## config.mk

```make
export PLATFORM = sky130hd
export DESIGN_NAME = dbg_move_sched
export DESIGN_NICKNAME = d
export VERILOG_FILES = /design/src/rtl/dbg_move_pkg.sv /design/src/rtl/dbg_move_fifo.sv /design/src/rtl/dbg_move_sched.sv
export SDC_FILE = /design/constraint.sdc
export NUM_CORES = 1
export LEC_CHECK = 0
export CORE_ASPECT_RATIO = 1.25
export CORE_MARGIN = 8
export CORE_UTILIZATION = 30
export DETAILED_ROUTE_END_ITERATION = 7
export MAX_ROUTING_LAYER = met4
export SLEW_MARGIN = 10
export SYNTH_ARGS = -nofsm -noshare
export SYNTH_HDL_FRONTEND = slang
export SYNTH_HIERARCHICAL = 1
export SYNTH_SLANG_ARGS = --single-unit
```

## constraint.sdc

```tcl
create_clock -name clk -period 14.3 [get_ports clk]
set_input_delay 2.86 -clock clk [delete_from_list [all_inputs] [get_ports clk]]
set_output_delay 2.86 -clock clk [all_outputs]
set_load 0.03 [all_outputs]
```

## src/rtl/dbg_move_pkg.sv

```systemverilog
// Shared types for the debug-side data mover scheduler.
package dbg_move_pkg;

  localparam int DESC_AW = 32;

  typedef struct packed {
    logic [DESC_AW-1:0] src;
    logic [DESC_AW-1:0] dest;
    logic [DESC_AW-1:0] len;
    logic [7:0]         mask;
  } move_desc_t;

  typedef enum logic [1:0] {
    ST_IDLE      = 2'd0,
    ST_LAUNCH    = 2'd1,
    ST_GUARD     = 2'd2,
    ST_WAIT_DONE = 2'd3
  } sched_state_e;

endpackage

```

## src/rtl/dbg_move_fifo.sv

```systemverilog
// Synchronous descriptor FIFO; pointers carry an extra wrap bit so full/empty
// are distinguished without a separate counter.
module dbg_move_fifo
  import dbg_move_pkg::*;
#(
  parameter int DEPTH = 4
) (
  input  logic                   clk,
  input  logic                   rst_n,
  input  logic                   push,
  input  move_desc_t             push_data,
  input  logic                   pop,
  input  logic                   flush,
  output move_desc_t             head,
  output logic                   full,
  output logic                   empty,
  output logic [$clog2(DEPTH):0] count
);

  localparam int PW = $clog2(DEPTH);

  move_desc_t    mem [DEPTH];
  logic [PW:0]   wr_ptr;
  logic [PW:0]   rd_ptr;

  // Pointer update; flush discards everything queued on this edge
  always_ff @(posedge clk or negedge rst_n) begin
    if (!rst_n) begin
      wr_ptr <= '0;
      rd_ptr <= '0;
    end else if (flush) begin
      wr_ptr <= '0;
      rd_ptr <= '0;
    end else begin
      if (push && !full) begin
        wr_ptr <= wr_ptr + (PW+1)'(1);
      end
      if (pop && !empty) begin
        rd_ptr <= rd_ptr + (PW+1)'(1);
      end
    end
  end

  // Descriptor storage, written only when the push is actually taken
  always_ff @(posedge clk) begin
    if (push && !full && !flush) begin
      mem[wr_ptr[PW-1:0]] <= push_data;
    end
  end

  assign head  = mem[rd_ptr[PW-1:0]];
  assign count = wr_ptr - rd_ptr;
  assign empty = (wr_ptr == rd_ptr);
  assign full  = (wr_ptr[PW] != rd_ptr[PW]) && (wr_ptr[PW-1:0] == rd_ptr[PW-1:0]);

endmodule

```

## src/rtl/dbg_move_sched.sv

```systemverilog
// Descriptor queue and sequencer: issues queued moves to the data mover one
// at a time, with a start pulse, done wait, timeout flag and completion count.
module dbg_move_sched
  import dbg_move_pkg::*;
#(
  parameter int ADDR_WIDTH = 32,
  parameter int DEPTH      = 4,
  parameter int TIMEOUT    = 4096
) (
  input  logic                    clk,
  input  logic                    rst_n,
  input  logic                    desc_valid,
  output logic                    desc_ready,
  input  logic [ADDR_WIDTH-1:0]   desc_src,
  input  logic [ADDR_WIDTH-1:0]   desc_dest,
  input  logic [ADDR_WIDTH-1:0]   desc_len,
  input  logic [7:0]              desc_mask,
  input  logic                    flush,
  input  logic                    clr_status,
  output logic [ADDR_WIDTH-1:0]   mv_src_addr,
  output logic [ADDR_WIDTH-1:0]   mv_dest_addr,
  output logic [ADDR_WIDTH-1:0]   mv_length,
  output logic [7:0]              mv_mask,
  output logic                    mv_en,
  input  logic                    mv_done,
  output logic                    busy,
  output logic [$clog2(DEPTH):0]  pending,
  output logic [15:0]             done_cnt,
  output logic                    timeout_err
);

  localparam int TW = $clog2(TIMEOUT + 1);

  sched_state_e  state;
  sched_state_e  state_next;
  move_desc_t    push_desc;
  move_desc_t    head;
  logic          full;
  logic          empty;
  logic          push;
  logic          pop;
  logic          launch;
  logic          null_done;
  logic          move_done;
  logic          tcnt_clr;
  logic          tcnt_inc;
  logic [TW-1:0] tcnt;

  // No push-through when full: a same-cycle pop does not free a slot
  assign desc_ready = !full && !flush;
  assign push       = desc_valid && desc_ready;
  assign push_desc  = '{src:  DESC_AW'(desc_src),
                        dest: DESC_AW'(desc_dest),
                        len:  DESC_AW'(desc_len),
                        mask: desc_mask};
  assign busy       = (state != ST_IDLE);

  dbg_move_fifo #(.DEPTH(DEPTH)) u_fifo (
    .clk       (clk),
    .rst_n     (rst_n),
    .push      (push),
    .push_data (push_desc),
    .pop       (pop),
    .flush     (flush),
    .head      (head),
    .full      (full),
    .empty     (empty),
    .count     (pending)
  );

  // Sequencer state register
  always_ff @(posedge clk or negedge rst_n) begin
    if (!rst_n) begin
      state <= ST_IDLE;
    end else begin
      state <= state_next;
    end
  end

  // Next state and per-cycle controls; flush suppresses any pop from IDLE
  always_comb begin
    state_next = state;
    pop        = 1'b0;
    launch     = 1'b0;
    null_done  = 1'b0;
    move_done  = 1'b0;
    tcnt_clr   = 1'b0;
    tcnt_inc   = 1'b0;
    case (state)
      ST_IDLE: begin
        if (!empty && !flush) begin
          pop = 1'b1;
          if (head.len != '0) begin
            launch     = 1'b1;
            state_next = ST_LAUNCH;
          end else begin
            null_done = 1'b1;
          end
        end
      end
      ST_LAUNCH: begin
        state_next = ST_GUARD;
      end
      ST_GUARD: begin
        tcnt_clr   = 1'b1;
        state_next = ST_WAIT_DONE;
      end
      ST_WAIT_DONE: begin
        if (mv_done) begin
          move_done  = 1'b1;
          state_next = ST_IDLE;
        end else begin
          tcnt_inc = 1'b1;
        end
      end
      default: begin
        state_next = ST_IDLE;
      end
    endcase
  end

  // Mover static inputs latch on launch and hold; enable is a single-cycle pulse
  always_ff @(posedge clk or negedge rst_n) begin
    if (!rst_n) begin
      mv_src_addr  <= '0;
      mv_dest_addr <= '0;
      mv_length    <= '0;
      mv_mask      <= '0;
      mv_en        <= 1'b0;
    end else begin
      mv_en <= launch;
      if (launch) begin
        mv_src_addr  <= ADDR_WIDTH'(head.src);
        mv_dest_addr <= ADDR_WIDTH'(head.dest);
        mv_length    <= ADDR_WIDTH'(head.len);
        mv_mask      <= head.mask;
      end
    end
  end

  // Wait-for-done cycle counter, saturating at the timeout limit
  always_ff @(posedge clk or negedge rst_n) begin
    if (!rst_n) begin
      tcnt <= '0;
    end else if (tcnt_clr) begin
      tcnt <= '0;
    end else if (tcnt_inc && (tcnt != TW'(TIMEOUT))) begin
      tcnt <= tcnt + TW'(1);
    end
  end

  // Sticky timeout flag, set as the counter reaches the limit; clear wins
  always_ff @(posedge clk or negedge rst_n) begin
    if (!rst_n) begin
      timeout_err <= 1'b0;
    end else if (clr_status) begin
      timeout_err <= 1'b0;
    end else if (tcnt_inc && (tcnt == TW'(TIMEOUT - 1))) begin
      timeout_err <= 1'b1;
    end
  end

  // Completion counter for real and null moves; wraps, clear wins
  always_ff @(posedge clk or negedge rst_n) begin
    if (!rst_n) begin
      done_cnt <= '0;
    end else if (clr_status) begin
      done_cnt <= '0;
    end else if (null_done || move_done) begin
      done_cnt <= done_cnt + 16'd1;
    end
  end

endmodule
```

==> run_results.csv <==
group,metric,value,unit
placement,dp_hpwl,28730,um
synth,yosysWarnings,6,
floorplan,core,70370,sq um
synth,synth_nets,1147,
detailed_routing,wire_per_inst,21.14,um
timing,finalClockSkew,0.02678,ns
clock_network,cts_max_level,2,
final_layout,layout-drive-gt1-share,0.2487,
setup_path,cpLargestDelayFamily,"buffers and inverters",
synth,postSynthAreaPerCell,20.72,sq um
synth,synth_top_area_frac,0.5893,
global_route,first_global_vias,11630,
global_route,grt_pass1_wl,72800,um
final_layout,fillerInstances,6501,
run,drv_cap,0,
pwr,p_total,4.944,mW
pwr,power_leakage,9.007,nW
synth,yosysUniqueCellTypes,46,
setup_path,end_kind,"primary output",
clock_network,clock_path_buffers,3,
placement,gp_congestion,0.7052,
setup_path,critPathMaxStageDelay,0.83,ns
synth,yosysMostFrequentCell,"edfxtp_1",
synth,synth_edf_count,416,
clock_network,clk_latency,0.61,ns
timing,rsz0062_at_grt,"false",
pwr,p_per_area,184.6,nW/um^2
setup_path,critPathKind,"in2out",
global_route,grt_max_degree,105,
floorplan,die_area,79480,sq um
placement,port_buffers,236,
synth,yosysSeqAreaShare,0.7581,
detailed_routing,antenna_left,0,
floorplan,start_util,0.3012,
setup_path,path_cells,"clkdlybuf4s50_1 -> nor2_1 -> clkdlybuf4s50_1",
clock_network,clk_pin_slew,0.06,ns
synth,synth_common_cells,"edfxtp_1, dfrtp_1, mux2_2",
detailed_routing,drc,0,
timing,period_share,0.5347,
synth,async_flop_share,0.2558,
placement,dpl_worst_slack,6.686,ns
final_layout,layout.cells.non_filler,2293,
clock_network,hold_buffers,0,
clock_network,post_cts_buffers,0,
clock_network,numCtsBuffers,60,
final_layout,final_nets,1415,
detailed_routing,wirelength,48470,um
timing,fin_crit,7.646,ns
detailed_routing,viasPerCell,4.642,
placement,place_inst,2172,
detailed_routing,drtIter0Drc,549,
clock_network,clockRootBuffer,"clkbuf_16",
final_layout,area_growth,26.35,%
timing,tns,0,ns
floorplan,die_w,253.8,um
synth,synth_area,21200,sq um
setup_path,path_buf_inv,2,
hold_path,hold_path.class,"reg2reg",
floorplan,die_h,313.2,um
timing,slew_violations,0,
synth,synthTopCellsByArea,"edfxtp_1, dfrtp_1, mux4_2",
floorplan,placementRows,109,
synth,yosys.area.top_type,"edfxtp_1",
timing,setup_viol_count_final,0,
global_route,grtUsageTotal,0.1246,
setup_path,crit_arrival,4.79,ns
setup_path,crit_slowest_cell,"clkdlybuf4s50_1",
timing,tightest_slew,1.163,ns
clock_network,cts_tree,"built",
pwr,ir_drop,0.1093,mV
status,status,"completed",
floorplan,ios,237,
setup_path,start_kind,"input port",
global_route,gr-total-overflow,0,
timing,setup_ws,6.654,ns
timing,hold_viol_final,0,
setup_path,worst-endpoint-required,11.44,ns
synth,syn_inst,1023,
clock_network,clock_sinks,559,
detailed_routing,vias,10650,
timing,max_freq,130.8,MHz
global_route,grt_antenna_before_repair,7,
synth,synthFlopType,"edfxtp_1",
timing,max_slew_margin,0.2244,
setup_path,worstPathMaxFanout,20,
detailed_routing,firstDrtPassIters,5,
synth,ys_ff_latch,559,
setup_path,crit_top_cell,"clkdlybuf4s50_1",
clock_network,cts_resized,0,
==> cells by family (layout without fill, tap and decap cells) <==
family / after synthesis / in the layout / synth area share
AOI/OAI and AO/OA: 54 / 54 / 0.01594
xor gates and xnor gates: 14 / 14 / 0.005784
adders and majority gates: 14 / 14 / 0.008617
buffers and inverters: 56 / 376 / 0.01399
DFF: 559 / 559 / 0.7581
muxes: 210 / 210 / 0.1667
other: 0 / 7 / 0
and+or+nand+nor: 116 / 116 / 0.03087
==> routing by layer <==
metal	GRT usage	routed length (um)
met3	0.03091	2620
met2	0.2101	24970
met1	0.1471	19820
met4	0.03604	1056
met5	-	0
==> worst reg2reg max path: stages (launching register included) <==
cell and delay, ns:
dfrtp_4 0.89, buf_4 0.70, buf_4 0.87, mux4_2 0.69
nor4_1 0.47, nand4_1 0.43, o21ai_4 0.47, buf_4 0.78
mux2_2 0.49
==> cells in the final DEF (no fill, tap or decap), drive strengths merged, types with 5 or more instances in the layout <==
| cell type | synthesis | layout |
|---|---|---|
| diode | 0 | 7 |
| a21oi | 20 | 20 |
| nand4 | 6 | 6 |
| ha | 13 | 13 |
| mux4 | 104 | 104 |
| clkinv | 0 | 17 |
| buf | 32 | 14 |
| and3 | 7 | 7 |
| nand3 | 17 | 17 |
| dfrtp | 143 | 143 |
| mux2 | 105 | 105 |
| edfxtp | 416 | 416 |
| clkinvlp | 0 | 7 |
| nor4 | 9 | 9 |
| nor2 | 23 | 23 |
| nand2 | 19 | 19 |
| o21ai | 13 | 13 |
| o31ai | 5 | 5 |
| clkbuf | 11 | 79 |
| or3 | 8 | 8 |
| xor2 | 10 | 10 |
| bufinv | 0 | 6 |
| inv | 13 | 18 |
| clkdlybuf4s50 | 0 | 235 |
==> per-stage QoR <==
step                      hold WS [ns]    util  cell area [sq um]
after global routing            0.5250  0.3806              26790
after detailed placement        0.4947  0.3508              24690
after global placement          0.4892  0.3508              24690
after floorplan                 0.4998       -              21210
after CTS                       0.5086  0.3804              26770
final                           0.5042  0.3806              26790
==> report_power, final <==
group / internal [mW] / total [mW] / switching, mW
clock: 0.941 / 1.59 / 0.647
sequential: 1.94 / 2.07 / 0.132
combinational: 0.604 / 1.29 / 0.685
total: 3.48 / 4.94 / 1.46
==> registers in the layout (all words and copies together) (netlist names), 2 cells and up <==
register and count:
mv_dest_addr 32, state 2, done_cnt 16, mv_mask 8, mv_src_addr 32, tcnt 13
u_fifo/wr_ptr 3, u_fifo/mem 416, u_fifo/rd_ptr 3, mv_length 32
==> final timing paths <==
| kind | start | to | slack [ns] | cells past startpoint |
|---|---|---|---|---|
| max | flush | desc_ready | 6.65 | 3 |
| min | mv_length[0] | mv_length[0] | 0.50 | 1 |
| max reg2reg | u_fifo/rd_ptr[0] | mv_dest_addr[25] | 8.40 | 8 |
| min reg2reg | mv_length[0] | mv_length[0] | 0.50 | 1 |
| max in group asynchronous | rst_n | u_fifo/rd_ptr[0] | 10.71 | 2 |
| min in group asynchronous | rst_n | mv_src_addr[7] | 2.18 | 1 |
==> final cells by class <==
type	count	area, sq um	area share
Multi-Input combinational cell	408	4882	0.1823
Clock inverter	35	406.6	0.01518
Inverter	13	48.80	0.001822
Clock buffer	79	1674	0.06250
Tap cell	943	1180	0.04405
Antenna cell	7	17.52	0.0006540
Timing Repair Buffer	249	2499	0.09328
Sequential cell	559	16080	0.6002
(Power assumes the default switching activity.)
